`config.mk`:
```
export PLATFORM = sky130hd
export DESIGN_NAME = lcd_rgb_rx
export DESIGN_NICKNAME = d
export VERILOG_FILES = /design/src/rtl/lcd_rgb_rx.sv
export SDC_FILE = /design/constraint.sdc
export NUM_CORES = 1
export LEC_CHECK = 0
export CAP_MARGIN = 0
export CORE_MARGIN = 8
export CORE_UTILIZATION = 40
export DETAILED_ROUTE_END_ITERATION = 6
export GPL_ROUTABILITY_DRIVEN = 0
export PLACE_DENSITY_LB_ADDON = 0.2
export REMOVE_ABC_BUFFERS = 1
export SLEW_MARGIN = 20
export SYNTH_ARGS = -nofsm -noshare
export SYNTH_HDL_FRONTEND = slang
export SYNTH_SLANG_ARGS = --single-unit
```
`constraint.sdc`:
```
create_clock -name CLK -period 3.51 [get_ports CLK]
set_input_delay 0.351 -clock CLK [delete_from_list [all_inputs] [get_ports CLK]]
set_output_delay 0.351 -clock CLK [all_outputs]
set_load 0.05 [all_outputs]
```
`src/rtl/lcd_rgb_rx.sv`:
```
// rtl/lcd_rgb_rx.sv - parallel RGB565 LCD receiver with coordinate recovery, timing measurement and lock
module lcd_rgb_rx #(
  parameter int EXP_WIDTH   = 800,
  parameter int EXP_HEIGHT  = 480,
  parameter int LOCK_FRAMES = 2,
  parameter int CW          = 16
) (
  input  logic          CLK,
  input  logic          RST,
  input  logic          LCD_DE,
  input  logic          LCD_HSYNC,
  input  logic          LCD_VSYNC,
  input  logic [4:0]    LCD_R,
  input  logic [5:0]    LCD_G,
  input  logic [4:0]    LCD_B,
  output logic          PIX_VALID,
  output logic [10:0]   PIX_X,
  output logic [10:0]   PIX_Y,
  output logic [15:0]   PIX_DATA,
  output logic          LINE_END,
  output logic          FRAME_START,
  output logic [CW-1:0] ACT_W,
  output logic [CW-1:0] ACT_H,
  output logic [CW-1:0] H_TOTAL,
  output logic [CW-1:0] V_TOTAL,
  output logic          LOCKED,
  output logic          ERR
);

  typedef enum logic [1:0] {S_HUNT, S_VERIFY, S_LOCK} state_t;

  localparam logic [10:0]   XMAX = 11'h7ff;
  localparam logic [CW-1:0] CMAX = {CW{1'b1}};

  logic          de_q, hs_q, vs_q, de_p, hs_p, vs_p;
  logic [15:0]   rgb_q;
  logic          de_rise, de_fall, hs_fall, vs_fall;
  logic [10:0]   x_cnt, y_cnt, x_cur, y_cur;
  logic [CW-1:0] h_cnt, v_cnt, run_cnt, runs_final;
  logic          bad, run_bad, frame_good, pv_n;
  state_t        state, state_n;
  logic [3:0]    cnt, cnt_n;
  logic          err_n;

  // Stage 0: bus capture plus one older copy for edge detection
  always_ff @(posedge CLK) begin
    if (RST) begin
      de_q  <= 1'b0; hs_q <= 1'b0; vs_q <= 1'b0;
      de_p  <= 1'b0; hs_p <= 1'b0; vs_p <= 1'b0;
      rgb_q <= '0;
    end else begin
      de_q  <= LCD_DE; hs_q <= LCD_HSYNC; vs_q <= LCD_VSYNC;
      de_p  <= de_q;   hs_p <= hs_q;      vs_p <= vs_q;
      rgb_q <= {LCD_R, LCD_G, LCD_B};
    end
  end

  assign de_rise = de_q & ~de_p;
  assign de_fall = ~de_q & de_p;
  assign hs_fall = hs_p & ~hs_q;
  assign vs_fall = vs_p & ~vs_q;

  assign x_cur      = de_rise ? '0 : x_cnt;
  assign y_cur      = vs_fall ? '0 : y_cnt;
  assign run_bad    = de_fall && (x_cnt != 11'(EXP_WIDTH));
  // A run ending on the VSYNC cycle still belongs to the frame being judged
  assign runs_final = (de_fall && run_cnt != CMAX) ? run_cnt + CW'(1) : run_cnt;
  assign frame_good = !(bad || run_bad) && (runs_final == CW'(EXP_HEIGHT));
  assign pv_n       = de_q && (state != S_HUNT);

  always_ff @(posedge CLK) begin
    if (RST) begin
      x_cnt <= '0; y_cnt <= '0; h_cnt <= '0; v_cnt <= '0; run_cnt <= '0; bad <= 1'b0;
    end else begin
      if (de_q) x_cnt <= (x_cur == XMAX) ? XMAX : x_cur + 11'd1;
      if (vs_fall) y_cnt <= '0;
      else if (de_fall && y_cnt != XMAX) y_cnt <= y_cnt + 11'd1;
      if (hs_fall) h_cnt <= CW'(1);
      else if (h_cnt != CMAX) h_cnt <= h_cnt + CW'(1);
      if (vs_fall) v_cnt <= hs_fall ? CW'(1) : '0;
      else if (hs_fall && v_cnt != CMAX) v_cnt <= v_cnt + CW'(1);
      if (vs_fall) begin
        run_cnt <= '0;
        bad     <= 1'b0;
      end else begin
        run_cnt <= runs_final;
        if (run_bad) bad <= 1'b1;
      end
    end
  end

  always_ff @(posedge CLK) begin
    if (RST) begin
      state <= S_HUNT;
      cnt   <= '0;
    end else begin
      state <= state_n;
      cnt   <= cnt_n;
    end
  end

  always_comb begin
    state_n = state;
    cnt_n   = cnt;
    err_n   = 1'b0;
    if (vs_fall) begin
      case (state)
        S_HUNT: begin
          state_n = S_VERIFY;
          cnt_n   = '0;
        end
        S_VERIFY: begin
          if (frame_good) begin
            cnt_n = cnt + 4'd1;
            if (cnt_n == 4'(LOCK_FRAMES)) state_n = S_LOCK;
          end else begin
            cnt_n = '0;
          end
        end
        S_LOCK: begin
          if (!frame_good) begin
            err_n   = 1'b1;
            cnt_n   = '0;
            state_n = S_VERIFY;
          end
        end
        default: state_n = S_HUNT;
      endcase
    end
  end

  // Stage 1: LINE_END looks one bus sample ahead, i.e. the value entering de_q now
  always_ff @(posedge CLK) begin
    if (RST) begin
      PIX_VALID <= 1'b0; PIX_X <= '0; PIX_Y <= '0; PIX_DATA <= '0;
      LINE_END  <= 1'b0; FRAME_START <= 1'b0; ERR <= 1'b0; LOCKED <= 1'b0;
      ACT_W <= '0; ACT_H <= '0; H_TOTAL <= '0; V_TOTAL <= '0;
    end else begin
      PIX_VALID   <= pv_n;
      LINE_END    <= pv_n && !LCD_DE;
      FRAME_START <= vs_fall;
      ERR         <= err_n;
      LOCKED      <= (state_n == S_LOCK);
      if (pv_n) begin
        PIX_X    <= x_cur;
        PIX_Y    <= y_cur;
        PIX_DATA <= rgb_q;
      end
      if (hs_fall) H_TOTAL <= h_cnt;
      if (de_fall) ACT_W <= CW'(x_cnt);
      if (vs_fall) begin
        V_TOTAL <= v_cnt;
        ACT_H   <= runs_final;
      end
    end
  end

endmodule

```
==> run_results.csv <==
group,metric,value,unit
outcome,outcome,"complete, no violations",
timing,fin_crit_sh,0.833,
floorplanning,die_h,158,um
finish,nNetsFinal,1083,
drt,finalWirelength,19100,um
critical_path,cp-end-kind,"flip-flop",
critical_path,cp_data_required_time,3.91,ns
drt,wire_per_inst,14.3,um
synthesis,yosys.area_share.adder,0.0109,
timing,fmax,0.342,GHz
drt,vias,6687,
timing,worstMarginPinSlew,0.658,ns
synthesis,synth_flop_cell,"dfxtp_1",
drt,wirelength_met1,8530,um
clocking,htreeDepth,1,
clocking,cts_setup_buffers,0,
job,max_cap_violations,0,
clocking,root_buffer,"clkbuf_16",
floorplanning,die_w,158,um
global_route,gr-total-overflow,0,
floorplanning,core,0.0200,mm2
drt,vias_per_cell,4.99,
synthesis,yosys.cell_types.count,65,
synthesis,synth_area,0.00803,mm2
drt,routed.top_layer,"met4",
synthesis,synth_seq_cells,201,
drt,dr.pass1.iters,4,
global_route,grt_max_degree,92,
global_route,antenna_found_initial,0,
critical_path,arrival,3.32,ns
power,ir_drop,0.340,mV
synthesis,syn-instance-count,955,
clocking,cts-hold-fix-buffers,0,
timing,hold_viol_final,0,
min_path,hold_path.class,"in -> reg",
timing,worst_slack,0.585,ns
clocking,numCtsBuffers,22,
synthesis,ys_warn_count,0,
synthesis,synth_mux_area_frac,0.00997,
timing,tns,0,ns
timing,hold_slack,0.365,ns
floorplanning,die_area,0.0249,mm2
synthesis,synth_edf_count,0,
synthesis,ys_seq_area_frac,0.501,
global_route,grt_pass1_wl,31100,um
finish,fillCellCount,1974,
clocking,cts_resized,0,
finish,drive_gt1_frac,0.0607,
drt,final_antenna_net_count,0,
timing,skew,0.00467,ns
drt,wl_met3,1090,um
power,leakage,3.41,nW
power,cellPowerDensity,480,mW/mm2
clocking,clock_latency,0.49,ns
floorplanning,start_util,0.402,
finish,layout.cells.non_filler,1340,
synthesis,synth_compound_area_frac,0.130,
synthesis,synth.avg_cell_area,8.41,um2
drt,drc,0,
synthesis,synth_xor_area_frac,0.0425,
clocking,clk_pin_slew,0.06,ns
clocking,cts_tree,"yes",
critical_path,crit_path_start_kind,"flip-flop",
global_route,grt_pass1_vias,6421,
placement,portBuffers,122,
drt,drt_iter0_markers,251,
clocking,clock_sinks,201,
critical_path,path_class,"reg -> reg",
global_route,grt_use_total,0.150,
floorplanning,pin_count,128,
finish,num_antenna_cells,0,
placement,dpl_worst_slack,0.597,ns
finish,syn_to_final_growth,26.6,%
timing,grt_setup_unrepaired,"false",
timing,slew-limit-headroom,0.561,
floorplanning,std_cell_rows,52,
synthesis,async_flop_share,0,
placement,dpl.cell_count,1300,
clocking,clockBufferDepth,3,
timing,setup_viol,0,
placement,dp_hpwl,12700,um
timing,fin_crit,2.92,ns
drt,wl_met2,9230,um
critical_path,crit_fanout,8,
timing,drv_slew,0,
synthesis,synth_top_family_by_area,"simple AND/OR/NAND/NOR gates",
synthesis,synth-simple-area-share,0.262,
[worst max-delay path, cell delays in order, from the launching register on]
cell	delay, ns
dfxtp_1	0.41
ha_1	0.28
nand3_1	0.11
nor4_2	0.61
nor2_1	0.13
xnor2_1	0.30
and4_1	0.39
and2_4	0.23
a41oi_2	0.11
a211oi_1	0.26
[sequential cells by signal, summed over array words and instances, names as in the netlist, 2 cells and up]
signal	flops
y_cnt	11
PIX_DATA	16
H_TOTAL	16
ACT_H	16
x_cnt	11
V_TOTAL	16
ACT_W	11
rgb_q	16
h_cnt	16
state	2
PIX_Y	11
run_cnt	16
cnt	4
PIX_X	11
v_cnt	16
[cells in the mapped netlist (7+ instances only)]
cell      instances  share of area
or3_1             8         0.0062
nand2b_1         10         0.0078
nand3_1          49          0.031
clkbuf_1         46          0.021
nor2b_1          25          0.019
nor3_1           23          0.014
nand4_1          16          0.012
a31oi_1          10         0.0078
inv_1            11         0.0051
ha_1              7          0.011
a21oi_1         114          0.071
a211oi_1         18          0.017
xor2_1           20          0.022
and4_1            8         0.0087
dfxtp_1         201           0.50
nand2_1         173          0.081
o21ai_0          16          0.010
and3_1           11         0.0086
nor2_1           93          0.043
mux2i_1           8          0.010
xnor2_1          19          0.021
[stage by stage]
stage               instance area [um2]  power [mW]  utilization
finish                            10200        4.88        0.509
global route                      10200        5.06        0.509
CTS                               10100        4.95        0.508
detailed placement                 9410        2.63        0.471
global placement                   9410        2.63        0.471
floorplan                          7740        2.52            -
[per-layer routing]
| layer | GRT usage | up-vias |
|---|---|---|
| met3 | 0.0328 | 24 |
| met2 | 0.265 | 124 |
| met5 | 0 | - |
| li1 | - | 3448 |
| met1 | 0.181 | 3091 |
| met4 | 0.0385 | 0 |
[power breakdown]
part | switching, mW | internal, mW | total, mW
clock | 0.902 | 1.39 | 2.30
combinational | 0.157 | 0.0810 | 0.238
sequential | 0.0270 | 2.31 | 2.34
total | 1.09 | 3.79 | 4.88
[area by class of cell]
type / count / area (um2) / area share
Timing Repair Buffer: 135 / 1350 / 0.133
Inverter: 11 / 41.3 / 0.00406
Clock buffer: 33 / 673 / 0.0662
Clock inverter: 6 / 57.6 / 0.00566
Tap cell: 270 / 338 / 0.0332
Multi-Input combinational cell: 684 / 3680 / 0.362
Sequential cell: 201 / 4020 / 0.396
[path summary, 6_finish.rpt]
check                   from           end  slack [ns]  cells past startpoint
setup / recovery  run_cnt[0]        cnt[3]        0.59                      9
hold / removal           RST      v_cnt[0]        0.37                      2
setup reg to reg  run_cnt[0]        cnt[3]        0.59                      9
hold reg to reg    rgb_q[13]  PIX_DATA[13]        0.43                      2
[logic make-up after synthesis]
logic type                 count (synthesis)
AOI/OAI and AO/OA                        181
xor gates and xnor gates                  39
adders and majority gates                  7
buffers and inverters                     74
DFF                                      201
muxes                                      8
other                                      1
and+or+nand+nor                          444
[cells in the final DEF (no fill, tap or decap), types with 2 or more instances in the layout]
| cell | synthesis | final |
|---|---|---|
| nand2_1 | 173 | 173 |
| a211oi_1 | 18 | 18 |
| and3_1 | 11 | 11 |
| a31oi_1 | 10 | 10 |
| buf_4 | 6 | 12 |
| and2_1 | 6 | 6 |
| nand2b_1 | 10 | 10 |
| conb_1 | 1 | 5 |
| nor2_1 | 93 | 93 |
| clkbuf_1 | 46 | 4 |
| ha_1 | 7 | 7 |
| or4_1 | 2 | 2 |
| inv_1 | 11 | 11 |
| clkbuf_16 | 0 | 23 |
| clkbuf_8 | 4 | 6 |
| clkdlybuf4s50_1 | 0 | 121 |
| xnor2_1 | 19 | 19 |
| clkinv_2 | 0 | 4 |
| or3_1 | 8 | 8 |
| nor3_1 | 23 | 23 |
| a311oi_1 | 2 | 2 |
| o21ai_1 | 4 | 3 |
| a21oi_1 | 114 | 114 |
| nand3b_1 | 2 | 2 |
| nand4_1 | 16 | 16 |
| xor2_1 | 20 | 20 |
| dfxtp_1 | 201 | 201 |
| nor2b_1 | 25 | 25 |
| mux2i_1 | 8 | 8 |
| and2b_2 | 2 | 2 |
| and4_1 | 8 | 8 |
| o21ai_0 | 16 | 16 |
| and3_2 | 3 | 3 |
| nand3_1 | 49 | 49 |
(Power assumes the default switching activity.)
